File: src/rtl/upscaler_stream_pkg.sv
// Shared types and helpers for the upscaler output stream path.
// Holds the mux FSM encoding, the mode encodings and the channel-index width function.
package upscaler_stream_pkg;

  typedef enum logic [0:0] {
    ST_IDLE   = 1'b0,
    ST_LOCKED = 1'b1
  } state_e;

  localparam logic MODE_RR    = 1'b0;
  localparam logic MODE_FIXED = 1'b1;

  function automatic int sel_width(input int n);
    return (n <= 2) ? 1 : $clog2(n);
  endfunction

endpackage

File: src/rtl/rr_arbiter.sv
// Combinational round-robin search: the first requester at or after ptr, wrapping to 0.
// The wrap is an explicit compare, so non-power-of-2 channel counts behave correctly.
module rr_arbiter
  import upscaler_stream_pkg::*;
#(
  parameter  int NUM_CH = 4,
  localparam int SEL_W  = sel_width(NUM_CH)
) (
  input  logic [NUM_CH-1:0] req,
  input  logic [SEL_W-1:0]  ptr,
  output logic              gnt_valid,
  output logic [SEL_W-1:0]  gnt_idx
);

  logic [SEL_W-1:0] idx;

  always_comb begin
    gnt_valid = 1'b0;
    gnt_idx   = '0;
    idx       = ptr;
    for (int i = 0; i < NUM_CH; i++) begin
      if (!gnt_valid && req[idx]) begin
        gnt_valid = 1'b1;
        gnt_idx   = idx;
      end
      idx = (idx == SEL_W'(NUM_CH - 1)) ? '0 : idx + 1'b1;
    end
  end

endmodule

File: src/rtl/stream_mux_rr.sv
// N:1 pixel-stream mux, round-robin or fixed select, grant held for a whole packet.
// A single output register slice gives one beat of latency at full throughput.
module stream_mux_rr
  import upscaler_stream_pkg::*;
#(
  parameter  int NUM_CH = 4,
  parameter  int DATA_W = 8,
  localparam int SEL_W  = sel_width(NUM_CH)
) (
  input  logic                     clk,
  input  logic                     rst,
  input  logic                     cfg_fixed,
  input  logic [SEL_W-1:0]         cfg_sel,
  input  logic [NUM_CH-1:0]        in_valid,
  input  logic [NUM_CH*DATA_W-1:0] in_data,
  input  logic [NUM_CH-1:0]        in_last,
  output logic [NUM_CH-1:0]        in_ready,
  output logic                     out_valid,
  output logic [DATA_W-1:0]        out_data,
  output logic                     out_last,
  output logic [SEL_W-1:0]         out_ch,
  input  logic                     out_ready,
  output logic                     busy
);

  state_e             state;
  logic [SEL_W-1:0]   lock_ch;
  logic [SEL_W-1:0]   rr_ptr;
  logic               rr_valid;
  logic [SEL_W-1:0]   rr_idx;
  logic               gnt_valid;
  logic [SEL_W-1:0]   gnt_idx;
  logic               load_ok;
  logic               accept;
  logic [DATA_W-1:0]  sel_data;
  logic               sel_last;
  logic [SEL_W-1:0]   next_ptr;

  rr_arbiter #(.NUM_CH(NUM_CH)) u_arb (
    .req       (in_valid),
    .ptr       (rr_ptr),
    .gnt_valid (rr_valid),
    .gnt_idx   (rr_idx)
  );

  // Config is only honoured in IDLE; a locked packet ignores cfg_* and other requesters.
  always_comb begin
    gnt_valid = 1'b0;
    gnt_idx   = '0;
    if (state == ST_LOCKED) begin
      gnt_valid = in_valid[lock_ch];
      gnt_idx   = lock_ch;
    end else if (cfg_fixed == MODE_RR) begin
      gnt_valid = rr_valid;
      gnt_idx   = rr_idx;
    end else if (int'(cfg_sel) < NUM_CH) begin
      gnt_valid = in_valid[cfg_sel];
      gnt_idx   = cfg_sel;
    end
  end

  always_comb begin
    sel_data = '0;
    sel_last = 1'b0;
    for (int c = 0; c < NUM_CH; c++) begin
      if (gnt_idx == SEL_W'(c)) begin
        sel_data = in_data[c*DATA_W +: DATA_W];
        sel_last = in_last[c];
      end
    end
  end

  assign load_ok  = !out_valid || out_ready;
  assign accept   = !rst && load_ok && gnt_valid;
  assign next_ptr = (gnt_idx == SEL_W'(NUM_CH - 1)) ? '0 : gnt_idx + 1'b1;
  assign busy     = (state == ST_LOCKED);

  always_comb begin
    in_ready = '0;
    if (accept) in_ready[gnt_idx] = 1'b1;
  end

  always_ff @(posedge clk) begin
    if (rst) begin
      state     <= ST_IDLE;
      lock_ch   <= '0;
      rr_ptr    <= '0;
      out_valid <= 1'b0;
      out_data  <= '0;
      out_last  <= 1'b0;
      out_ch    <= '0;
    end else if (accept) begin
      out_valid <= 1'b1;
      out_data  <= sel_data;
      out_last  <= sel_last;
      out_ch    <= gnt_idx;
      if (sel_last) begin
        state  <= ST_IDLE;
        rr_ptr <= next_ptr;
      end else begin
        state   <= ST_LOCKED;
        lock_ch <= gnt_idx;
      end
    end else if (out_ready) begin
      out_valid <= 1'b0;
    end
  end

endmodule

File: config.mk
export PLATFORM = sky130hd
export DESIGN_NAME = stream_mux_rr
export DESIGN_NICKNAME = d
export VERILOG_FILES = /design/src/rtl/upscaler_stream_pkg.sv /design/src/rtl/rr_arbiter.sv /design/src/rtl/stream_mux_rr.sv
export SDC_FILE = /design/constraint.sdc
export NUM_CORES = 1
export LEC_CHECK = 0
export ABC_CLOCK_PERIOD_IN_PS = 3260
export BUFFER_PORTS_ARGS = -buffer_cell sky130_fd_sc_hd__clkbuf_2
export CORE_MARGIN = 2
export CORE_UTILIZATION = 44
export CTS_BUF_LIST = sky130_fd_sc_hd__clkbuf_8
export CTS_CLUSTER_SIZE = 20
export DETAILED_ROUTE_END_ITERATION = 6
export GPL_ROUTABILITY_DRIVEN = 0
export PLACE_DENSITY_LB_ADDON = 0.2
export SYNTH_ARGS = -nofsm -noshare
export SYNTH_HDL_FRONTEND = slang
export SYNTH_SLANG_ARGS = --single-unit
export TNS_END_PERCENT = 20
File: constraint.sdc
create_clock -name clk -period 3.26 [get_ports clk]
set_input_delay 0.489 -clock clk [delete_from_list [all_inputs] [get_ports clk]]
set_output_delay 0.489 -clock clk [all_outputs]
set_load 0.1 [all_outputs]
==> results of run 1 <==
[timing repair]
action,4_1_cts,5_1_grt
setup buffers,5,8
cloned,0,0
resized for setup,3,16
endpoints found under the setup margin,3,10
pin swaps,1,9
[synthesized netlist by cell type (all sizes together), types with 2 or more instances]
library cell  instances  area, um2
clkbuf                7       26.3
mux4                  3       75.1
a221oi                8       70.1
ha                    5       62.6
o211ai                3       22.5
mux2i                 9       93.8
nand3                 3       15.0
and2                  5       31.3
mux2                  2       22.5
buf                   7       58.8
nor2b                 9       56.3
nor3                  9       50.1
a21oi                18       97.6
dfxtp                17        340
o211a                 3       30.0
nor2                 13       56.3
o21ai                 6       33.8
inv                   8       30.0
a211oi                7       52.6
nand2                 8       30.0
nand2b                5       38.8
[sequential cells by signal (all words and copies together) (netlist names)]
register	flops
lock_ch	2
rr_ptr	2
busy	1
out_ch	2
out_last	1
out_data	8
out_valid	1
[final timing paths]
path              depth (start not counted)                       to                    from  slack, ps
hold / removal                            2   out_ch[0]$_SDFFE_PP0P_  out_ch[0]$_SDFFE_PP0P_        470
setup reg to reg                         12  lock_ch[0]$_SDFFE_PP0P_  rr_ptr[1]$_SDFFE_PP0P_         60
setup / recovery                         11              in_ready[1]  rr_ptr[1]$_SDFFE_PP0P_          6
hold reg to reg                           2   out_ch[0]$_SDFFE_PP0P_  out_ch[0]$_SDFFE_PP0P_        470
[stage by stage]
step	instance area [um2]	hold WS, ps
floorplan	1460	452
global placement	1880	462
detailed placement	1880	458
CTS	1980	467
global route	2100	502
finish	2100	468
[metal layers]
metal,GRT usage,wire length [um],up-vias
met5,0,0,-
met3,0.0504,352,10
met2,0.359,2040,82
met1,0.321,1870,709
met4,0.0486,68,0
li1,-,-,794
[cell type report]
cell class                 instances  area (um2)  area share
inverter                           8        30.0      0.0143
clock inverter                     1        3.75     0.00179
timing repair buffer              85         547       0.261
clock buffer                       3        41.3      0.0197
sequential                        17         343       0.164
multi-input combinational        134        1080       0.513
tap                               44        55.1      0.0263
[worst max-delay path: stages (launching register included)]
cell                        delay (ps)
sky130_fd_sc_hd__dfxtp_2           340
sky130_fd_sc_hd__ha_4              190
sky130_fd_sc_hd__nor2_4            150
sky130_fd_sc_hd__mux4_2            550
sky130_fd_sc_hd__nor3_4            220
sky130_fd_sc_hd__a2bb2oi_2         240
sky130_fd_sc_hd__o21ai_4           130
sky130_fd_sc_hd__inv_2             110
sky130_fd_sc_hd__ha_4              150
sky130_fd_sc_hd__buf_6             110
sky130_fd_sc_hd__and2_4            140
sky130_fd_sc_hd__buf_12            170
[power by group through the flow]
stage	Sequential, uW	Combinational, uW	Clock [uW]
global route	345	2040	163
floorplan	707	885	0
CTS	333	1710	154
detailed placement	332	1640	0
finish	338	1920	149
global placement	333	1620	0
[logic make-up (layout without fill, tap and decap cells)]
kind of cell | count (synthesis) | in the layout | share of synthesized area
buf+inv | 22 | 97 | 0.0791
mux | 14 | 14 | 0.132
compound gates | 56 | 56 | 0.286
flops | 17 | 17 | 0.234
simple gates | 59 | 59 | 0.226
fa+ha+maj | 5 | 5 | 0.0430
[cell usage in the layout, fill, tap and decap left out, drive strengths merged, types with 8 or more instances in the layout]
cell type and instances:
dfxtp 17, nor3 9, mux2i 9, nor2b 9
inv 9, a21oi 18, nor2 13, nand2 8
clkbuf 61, buf 27, a221oi 8
==> metrics.yaml, run 1 <==
pwr:
  power_density_nw_per_um2: 1150
  power.leakage_uw: 0.000964
  power.sequential.fraction: 0.141
  p_switching_uw: 1300
  share_comb_of_total_power: 0.798
  clock_power_share: 0.062
  internal_power_uw: 1110
  vdd_drop_max_mv: 0.664
  power.share.switching: 0.540
  power.total_uw: 2400
floorplanning:
  core_um2: 3100
  floorplan.rows: 20
  start_util: 0.469
  floorplan.die.height_um: 61.5
  floorplan.die.width_um: 61.5
  top_level_ports: 63
  dieArea_um2: 3780
clock_network:
  cts-root-buf: "sky130_fd_sc_hd__clkbuf_8"
  clock-sinks: 17
  number_of_buffers_added_by_the_clock_tree_synthesis_step: 3
  cts_tree: "built"
  cts_hold_repair.buffers: 0
  clk_pin_slew_ps: 60
  clock_path_buffers: 2
  h-tree-depth: 1
  worst_skew_pair.late_latency_ps: 250
placement:
  placement.setup.worst_slack_ps: -60.4
  dp.cells: 275
  dpl.hpwl_um: 3070
  placement.io_buffers: 62
setup_path:
  timing.critical_path.arrival_ps: 2770
  crit_type: "reg -> out"
  cp-start-kind: "register"
  crit_path_end_kind: "output pin"
  highest_fanout_seen_on_the_critical_path: 6
  required_ps: 2770
min_path:
  hold_path.class: "reg -> reg"
sta:
  finalHoldViolCount: 0
  worstMarginPinSlew_ps: 550
  rsz_0062_raised_after_global_routing: "yes"
  achievable-frequency_mhz: 307
  finalClockSkew_ps: 2.38
  timing.final.setup_violations: 0
  finalCritPeriodShare: 0.998
  min_period_ps: 3250
  fin_setup_tns_ps: 0
  final-max-slew-violation-count: 0
  worst_slew_margin_rel: 0.635
  post-route-worst-setup-slack_ps: 5.76
drt:
  dr_total_vias: 1595
  vias_per_cell: 5.46
  drt_drc_violations_left: 0
  drt-total-wl_um: 4330
  firstDrtPassIters: 4
  avgRoutedWirePerCell_um: 14.8
  drtAntennaViolNets: 0
  initialDrtViolationCount: 98
synth:
  post_synth_num_cell_types: 48
  postSynthCellCount: 173
  synth_sequential_area_ratio: 0.234
  postSynthAreaPerCell_um2: 8.41
  synth_async_sr_flop_share: 0
  synth-main-ff-cell: "sky130_fd_sc_hd__dfxtp_1"
  post_synth_instance_area_um2: 1460
  synth.ff_latch_count: 17
  synth_edf_count: 0
  total_nets_after_synthesis: 224
  warnings_synthesis: 0
global_routing:
  grt_first_pass_wirelength_um: 6540
  grt_antenna_before_repair: 0
  total_global_route_track_usage: 0.228
  overflow: 0
  grt_max_degree: 17
  first_global_vias: 1393
final_layout:
  number_of_diodes_added_for_antenna_fixing: 0
  fill_cell_count: 274
  syn2layout_area_growth_pct: 44.0
  final_core_utilization: 0.675
  final_cell_count_no_fill: 292
  design.final.nets: 300
  final_layout_size_suffix_gt1_frac: 0.476
job:
  cap_violations: 0
outcome:
  run_status: "completed"
(Power assumes the default switching activity.)
==> run 2, diff against run 1 <==
Settings changed: CORE_ASPECT_RATIO from default to 0.6.
==> run 2 against run 1 <==
Compared with the run above: maximum frequency rose by 0.16%; cell count fell by 0.34%; utilization fell by 2.7 points; register-to-register slack improved by 60 ps; clock power rose by 7%; routed wire length fell by 1.6%.
==> metrics.yaml, run 2 (same netlist as run 1, synthesis figures left out) <==
sta:
  whs_ps: 464  # -4.46 ps
  finalCritPeriodShare: 0.997  # -0.00158
  timing.final.setup_violations: 0  # unchanged
  final-max-slew-violation-count: 0  # unchanged
  achievable-frequency_mhz: 308  # +0.16%
  finalHoldViolCount: 0  # unchanged
  rsz_0062_raised_after_global_routing: "yes"
  worstMarginPinSlew_ps: 552  # +2.63 ps
  worst_slew_margin_rel: 0.633  # -0.00174
  finalClockSkew_ps: 2.45  # +0.0653 ps
  post-route-worst-setup-slack_ps: 10.9  # +5.15 ps
  min_period_ps: 3250  # -5.15 ps
global_routing:
  grt_antenna_before_repair: 0  # unchanged
  overflow: 0  # unchanged
  grt_first_pass_wirelength_um: 7180  # +9.8%
  grt_max_degree: 19  # +2
  first_global_vias: 1513  # +8.6%
  total_global_route_track_usage: 0.239  # +0.0104
setup_path:
  max_stage_delay_ps: 340  # -210 ps
  worst_path_max_delay_cell: "sky130_fd_sc_hd__dfxtp_1"
  timing.critical_path.arrival_ps: 2760  # about the same
  crit_path_end_kind: "output pin"
  highest_fanout_seen_on_the_critical_path: 11  # +5
  path_buf_inv: 4  # +1
  cell_seen_most_often_among_critical_path_stages: "sky130_fd_sc_hd__mux2i_4"
  cp-start-kind: "register"
  crit_type: "reg -> out"
  cp_top_family: "buffers and inverters"
  required_ps: 2770  # about the same
  crit_chain: "ha_4 > mux2i_4 > mux2i_4 > buf_4 > nor3_4 > a2bb2oi_2 > o21ai_2 > inv_1 > ha_2 > buf_6 > and2_4 > buf_12"
floorplanning:
  floorplan.die.height_um: 48.5  # -21%
  floorplan.die.width_um: 78.2  # +27%
  dieArea_um2: 3800  # +0.40%
  floorplan.rows: 16  # -20%
  top_level_ports: 63  # unchanged
  core_um2: 3200  # +3.2%
  start_util: 0.454  # -0.0147
final_layout:
  final_layout_size_suffix_gt1_frac: 0.467  # -0.00833
  final_core_utilization: 0.648  # -0.0274
  final_area_um2: 2080  # -0.96%
  design.final.nets: 298  # -0.67%
  layout.cells.most_common: "sky130_fd_sc_hd__clkbuf_2"
  final_cell_count_no_fill: 291  # -0.34%
  mostFrequentLayoutCells: "sky130_fd_sc_hd__clkbuf_2 (58), sky130_fd_sc_hd__buf_4 (20), sky130_fd_sc_hd__a21oi_1 (16), sky130_fd_sc_hd__dfxtp_1 (16), sky130_fd_sc_hd__nor2_1 (12)"
  syn2layout_area_growth_pct: 42.6
  largest_register_ff_count: 8  # unchanged
  largest_register: "out_data"
  number_of_diodes_added_for_antenna_fixing: 0  # unchanged
drt:
  vias_per_cell: 5.39  # -1.3%
  drt_drc_violations_left: 0  # unchanged
  initialDrtViolationCount: 95  # -3.1%
  dr_total_vias: 1569  # -1.6%
  drt-total-wl_um: 4260  # -1.6%
  avgRoutedWirePerCell_um: 14.6  # -1.2%
  drtAntennaViolNets: 0  # unchanged
  firstDrtPassIters: 4  # unchanged
pwr:
  power_density_nw_per_um2: 1130  # -1.2%
  power.leakage_uw: 0.000959  # -0.50%
  vdd_drop_max_mv: 0.653  # -1.7%
clock_network:
  clock-sinks: 17  # unchanged
  clk_pin_slew_ps: 70  # about the same
  h-tree-depth: 1  # unchanged
  cts_hold_repair.buffers: 0  # unchanged
  clock_path_buffers: 2  # unchanged
  worst_skew_pair.late_latency_ps: 260  # about the same
  cts-root-buf: "sky130_fd_sc_hd__clkbuf_8"
  cts_tree: "built"
  number_of_buffers_added_by_the_clock_tree_synthesis_step: 3  # unchanged
min_path:
  hold_path.class: "reg -> reg"
job:
  cap_violations: 0  # unchanged
placement:
  dpl-instance-area_um2: 1910  # +1.7%
  dpl.hpwl_um: 3270  # +6.5%
  placement.setup.worst_slack_ps: 25.2  # +85.6 ps
  placement.io_buffers: 62  # unchanged
  dp.cells: 280  # +1.8%
outcome:
  run_status: "completed"
[run 2: timing repair]
action                                  CTS  global route
pin swaps                                 1             2
endpoints found under the setup margin    5            16
gates resized for setup                   4            12
setup buffers                             2             5
[run 2: cell type report]
cell class,count,area (um2)
fillers,269,1130
clock buffers,3,41.3
multi-input cells,134,1070
inverters,8,30.0
repair buffers,83,532
clock inverters,1,5.00
flip-flops and latches,17,342
well taps,45,56.3
[run 2: power breakdown]
part / switching [uW] / internal (uW)
registers: 52.5 / 281
logic: 1160 / 701
clock network: 74.1 / 84.9
total: 1290 / 1070
[run 2: stage by stage]
step | TNS, ps | power (uW)
floorplan | -197 | 1590
global placement | 0 | 1980
detailed placement | 0 | 1990
CTS | 0 | 2210
global route | -142 | 2520
finish | 0 | 2350
[run 2: worst min-delay path, cell delays in order (launching register included)]
cell and delay, ps:
sky130_fd_sc_hd__dfxtp_1 310, sky130_fd_sc_hd__nand2_1 50, sky130_fd_sc_hd__mux2i_1 50
[run 2: layer usage]
metal,vias up,GRT usage,share of wire
met4,0,0.0468,0.0066
met5,-,0,0
li1,795,-,-
met2,54,0.345,0.41
met3,4,0.0522,0.061
met1,716,0.365,0.52
[run 2: path summary, 6_finish.rpt]
check	start	end	slack [ps]	depth (start not counted)
max reg2reg	rr_ptr[0]$_SDFFE_PP0P_	lock_ch[0]$_SDFFE_PP0P_	120	13
min reg2reg	out_ch[0]$_SDFFE_PP0P_	out_ch[0]$_SDFFE_PP0P_	460	2
min	out_ch[0]$_SDFFE_PP0P_	out_ch[0]$_SDFFE_PP0P_	460	2
max	rr_ptr[0]$_SDFFE_PP0P_	in_ready[1]	10	12
==> run 3, diff against run 2 <==
Settings changed: ABC_CLOCK_PERIOD_IN_PS 3260 to 2990, CORE_UTILIZATION 44 to 49.
Clock period 3.26 ns to 2.99 ns, I/O delays scaled along.
==> run 3 against run 2 <==
Compared with the run above: the flow now finishes with violations (negative setup slack); combinational power grew 19%; clock skew grew 3.3 ps; first-iteration DRC count grew 44%; setup slack lost 260 ps; cell count grew 0.34%; utilization grew 11 points; via count grew 11%; routed wire length grew 25%; critical path type is now reg -> reg; largest cell class unchanged.
==> metrics.yaml, run 3 (same netlist as run 1, synthesis figures left out) <==
pwr:
  power.share.switching: 0.553  # +0.00614
  power_density_nw_per_um2: 1290  # +14%
  power.sequential.fraction: 0.135  # -0.007
  clock_power_share: 0.065  # -0.003
  internal_power_uw: 1240  # +16%
  power.leakage_uw: 0.000980  # +2.2%
  vdd_drop_max_mv: 0.850  # +30%
  share_comb_of_total_power: 0.801  # +0.011
  p_switching_uw: 1530  # +19%
final_layout:
  multiInputGateArea_um2: 1120  # +4.3%
  final_area_um2: 2150  # +3.6%
  largest_register_ff_count: 8  # unchanged
  final_core_utilization: 0.754  # +0.106
  regArea_um2: 344  # +0.73%
  final_layout_size_suffix_gt1_frac: 0.504  # +0.0365
  layout.cells.most_common: "sky130_fd_sc_hd__clkbuf_2"
  number_of_diodes_added_for_antenna_fixing: 0  # unchanged
  fill_cell_count: 219  # -19%
  largest_register: "out_data"
  design.final.nets: 302  # +1.3%
  mostFrequentLayoutCells: "sky130_fd_sc_hd__clkbuf_2 (58), sky130_fd_sc_hd__buf_4 (24), sky130_fd_sc_hd__a21oi_1 (16), sky130_fd_sc_hd__dfxtp_1 (14), sky130_fd_sc_hd__nor2_1 (12)"
  syn2layout_area_growth_pct: 47.8
drt:
  drt_drc_violations_left: 0  # unchanged
  avgRoutedWirePerCell_um: 18.3  # +25%
  amount_of_wire_on_met2_after_detailed_routing_um: 2420  # +37%
  initialDrtViolationCount: 137  # +44%
  top_signal_layer_used: "met4"
  drt-total-wl_um: 5340  # +25%
  drtAntennaViolNets: 0  # unchanged
  dr_total_vias: 1743  # +11%
  firstDrtPassIters: 5  # +1
  routed-wl-met3_um: 527  # +100%
  vias_per_cell: 5.97  # +11%
  drt-met1-wl_um: 2200  # -0.59%
placement:
  placement.setup.worst_slack_ps: -226  # -251 ps
  dpl.hpwl_um: 3550  # +8.6%
  dpl-instance-area_um2: 1950  # +2.4%
  placement.io_buffers: 62  # unchanged
sta:
  rsz_0062_raised_after_global_routing: "yes"
  finalClockSkew_ps: 5.71  # +3.27 ps
  finalCritPeriodShare: 1.08
  worst_slew_margin_rel: 0.629  # -0.00456
  timing.final.setup_violations: 16  # +16
  worstMarginPinSlew_ps: 559  # +6.87 ps
  finalHoldViolCount: 0  # unchanged
  final-max-slew-violation-count: 0  # unchanged
  achievable-frequency_mhz: 309
  post-route-worst-setup-slack_ps: -247  # -257 ps
  min_period_ps: 3240
floorplanning:
  start_util: 0.510  # +0.0558
  floorplan.rows: 15  # -1
  top_level_ports: 63  # unchanged
  floorplan.die.height_um: 46.2  # -4.8%
  floorplan.die.width_um: 74.4  # -5.0%
  core_um2: 2850  # -11%
  dieArea_um2: 3440  # -9.5%
outcome:
  violations_in_the_final_reports: "negative setup slack"
  run_status: "complete, but fails checks"
job:
  cap_violations: 0  # unchanged
global_routing:
  total_global_route_track_usage: 0.311  # +0.0728
  grt_max_degree: 17  # -2
  grt_first_pass_wirelength_um: 7930  # +10%
  overflow: 0  # unchanged
  first_global_vias: 1702  # +12%
  grt_antenna_before_repair: 0  # unchanged
setup_path:
  crit_type: "reg -> reg"
  path_buf_inv: 3  # -1
  max_stage_delay_ps: 340  # about the same
  worst_path_max_delay_cell: "sky130_fd_sc_hd__dfxtp_2"
  crit_path_end_kind: "register"
  cell_seen_most_often_among_critical_path_stages: "sky130_fd_sc_hd__buf_4"
  timing.critical_path.arrival_ps: 3360  # +600 ps
  highest_fanout_seen_on_the_critical_path: 16  # +5
  crit_chain: "ha_4 > mux2i_4 > mux2i_2 > buf_4 > nor3_4 > a2bb2oi_4 > o21ai_4 > buf_4 > ha_2 > buf_4 > a221oi_1 > nor3_1 > a21oi_1 > a211oi_2"
  cp-start-kind: "register"
  required_ps: 3110  # +340 ps
  reg2reg_setup_slack_ps: -250  # -370 ps
  cp_top_family: "compound AO/OA/AOI/OAI gates"
clock_network:
  clock_path_buffers: 2  # unchanged
  cts-root-buf: "sky130_fd_sc_hd__clkbuf_8"
  cts_hold_repair.buffers: 0  # unchanged
  number_of_buffers_added_by_the_clock_tree_synthesis_step: 3  # unchanged
  clock-sinks: 17  # unchanged
  clk_pin_slew_ps: 70  # about the same
  cts_tree: "built"
  h-tree-depth: 1  # unchanged
  worst_skew_pair.late_latency_ps: 260  # about the same
min_path:
  hold_path.class: "reg -> reg"
[run 3: metal layers]
metal	track usage	vias up
met5	0	-
met4	0.100	0
met3	0.0853	22
met2	0.529	119
met1	0.391	800
li1	-	802
[run 3: final timing paths]
path	to	start	cells after the start
setup / recovery	out_data[5]$_SDFFE_PP0P_	rr_ptr[1]$_SDFFE_PP0P_	14
hold / removal	out_ch[0]$_SDFFE_PP0P_	out_ch[0]$_SDFFE_PP0P_	2
setup reg to reg	out_data[5]$_SDFFE_PP0P_	rr_ptr[1]$_SDFFE_PP0P_	14
hold reg to reg	out_ch[0]$_SDFFE_PP0P_	out_ch[0]$_SDFFE_PP0P_	2
[run 3: per-stage QoR]
step                      hold slack (ps)  setup TNS (ps)  total power, uW  instances
after floorplan                       452           -1100             1760        173
after global placement                446            -256             2180        283
after detailed placement              474           -1470             2250        283
after CTS                             491            -227             2570        291
after global routing                  507           -3080             2910        292
final                                 489           -1510             2770        292
[run 3: repair_timing]
| action | 4_1_cts | 5_1_grt |
|---|---|---|
| gates resized for setup | 15 | 10 |
| setup buffers | 4 | 1 |
| pin swaps | 2 | 6 |
| endpoints found under the setup margin | 17 | 18 |
[run 3: final cells by class]
type	count	area share
flip-flops and latches	17	0.160
repair buffers	87	0.261
clock buffers	3	0.0192
clock inverters	1	0.00233
well taps	42	0.0244
inverters	8	0.0140
multi-input cells	134	0.519
[run 3: power groups by stage]
stage	Sequential, uW	Clock, uW	Combinational [uW]
3_5_place_dp	368	0	1880
3_3_place_gp	360	0	1820
5_1_grt	383	191	2330
6_report	374	179	2220
4_1_cts	370	177	2020
2_1_floorplan	774	0	991
[run 3: worst reg2reg max path, cell delays in order, from the launching register on]
cell	delay, ps
sky130_fd_sc_hd__dfxtp_2	340
sky130_fd_sc_hd__ha_4	310
sky130_fd_sc_hd__mux2i_4	280
sky130_fd_sc_hd__mux2i_2	120
sky130_fd_sc_hd__buf_4	160
sky130_fd_sc_hd__nor3_4	220
sky130_fd_sc_hd__a2bb2oi_4	200
sky130_fd_sc_hd__o21ai_4	110
sky130_fd_sc_hd__buf_4	160
sky130_fd_sc_hd__ha_2	200
sky130_fd_sc_hd__buf_4	190
sky130_fd_sc_hd__a221oi_1	290
sky130_fd_sc_hd__nor3_1	120
sky130_fd_sc_hd__a21oi_1	280
sky130_fd_sc_hd__a211oi_2	120
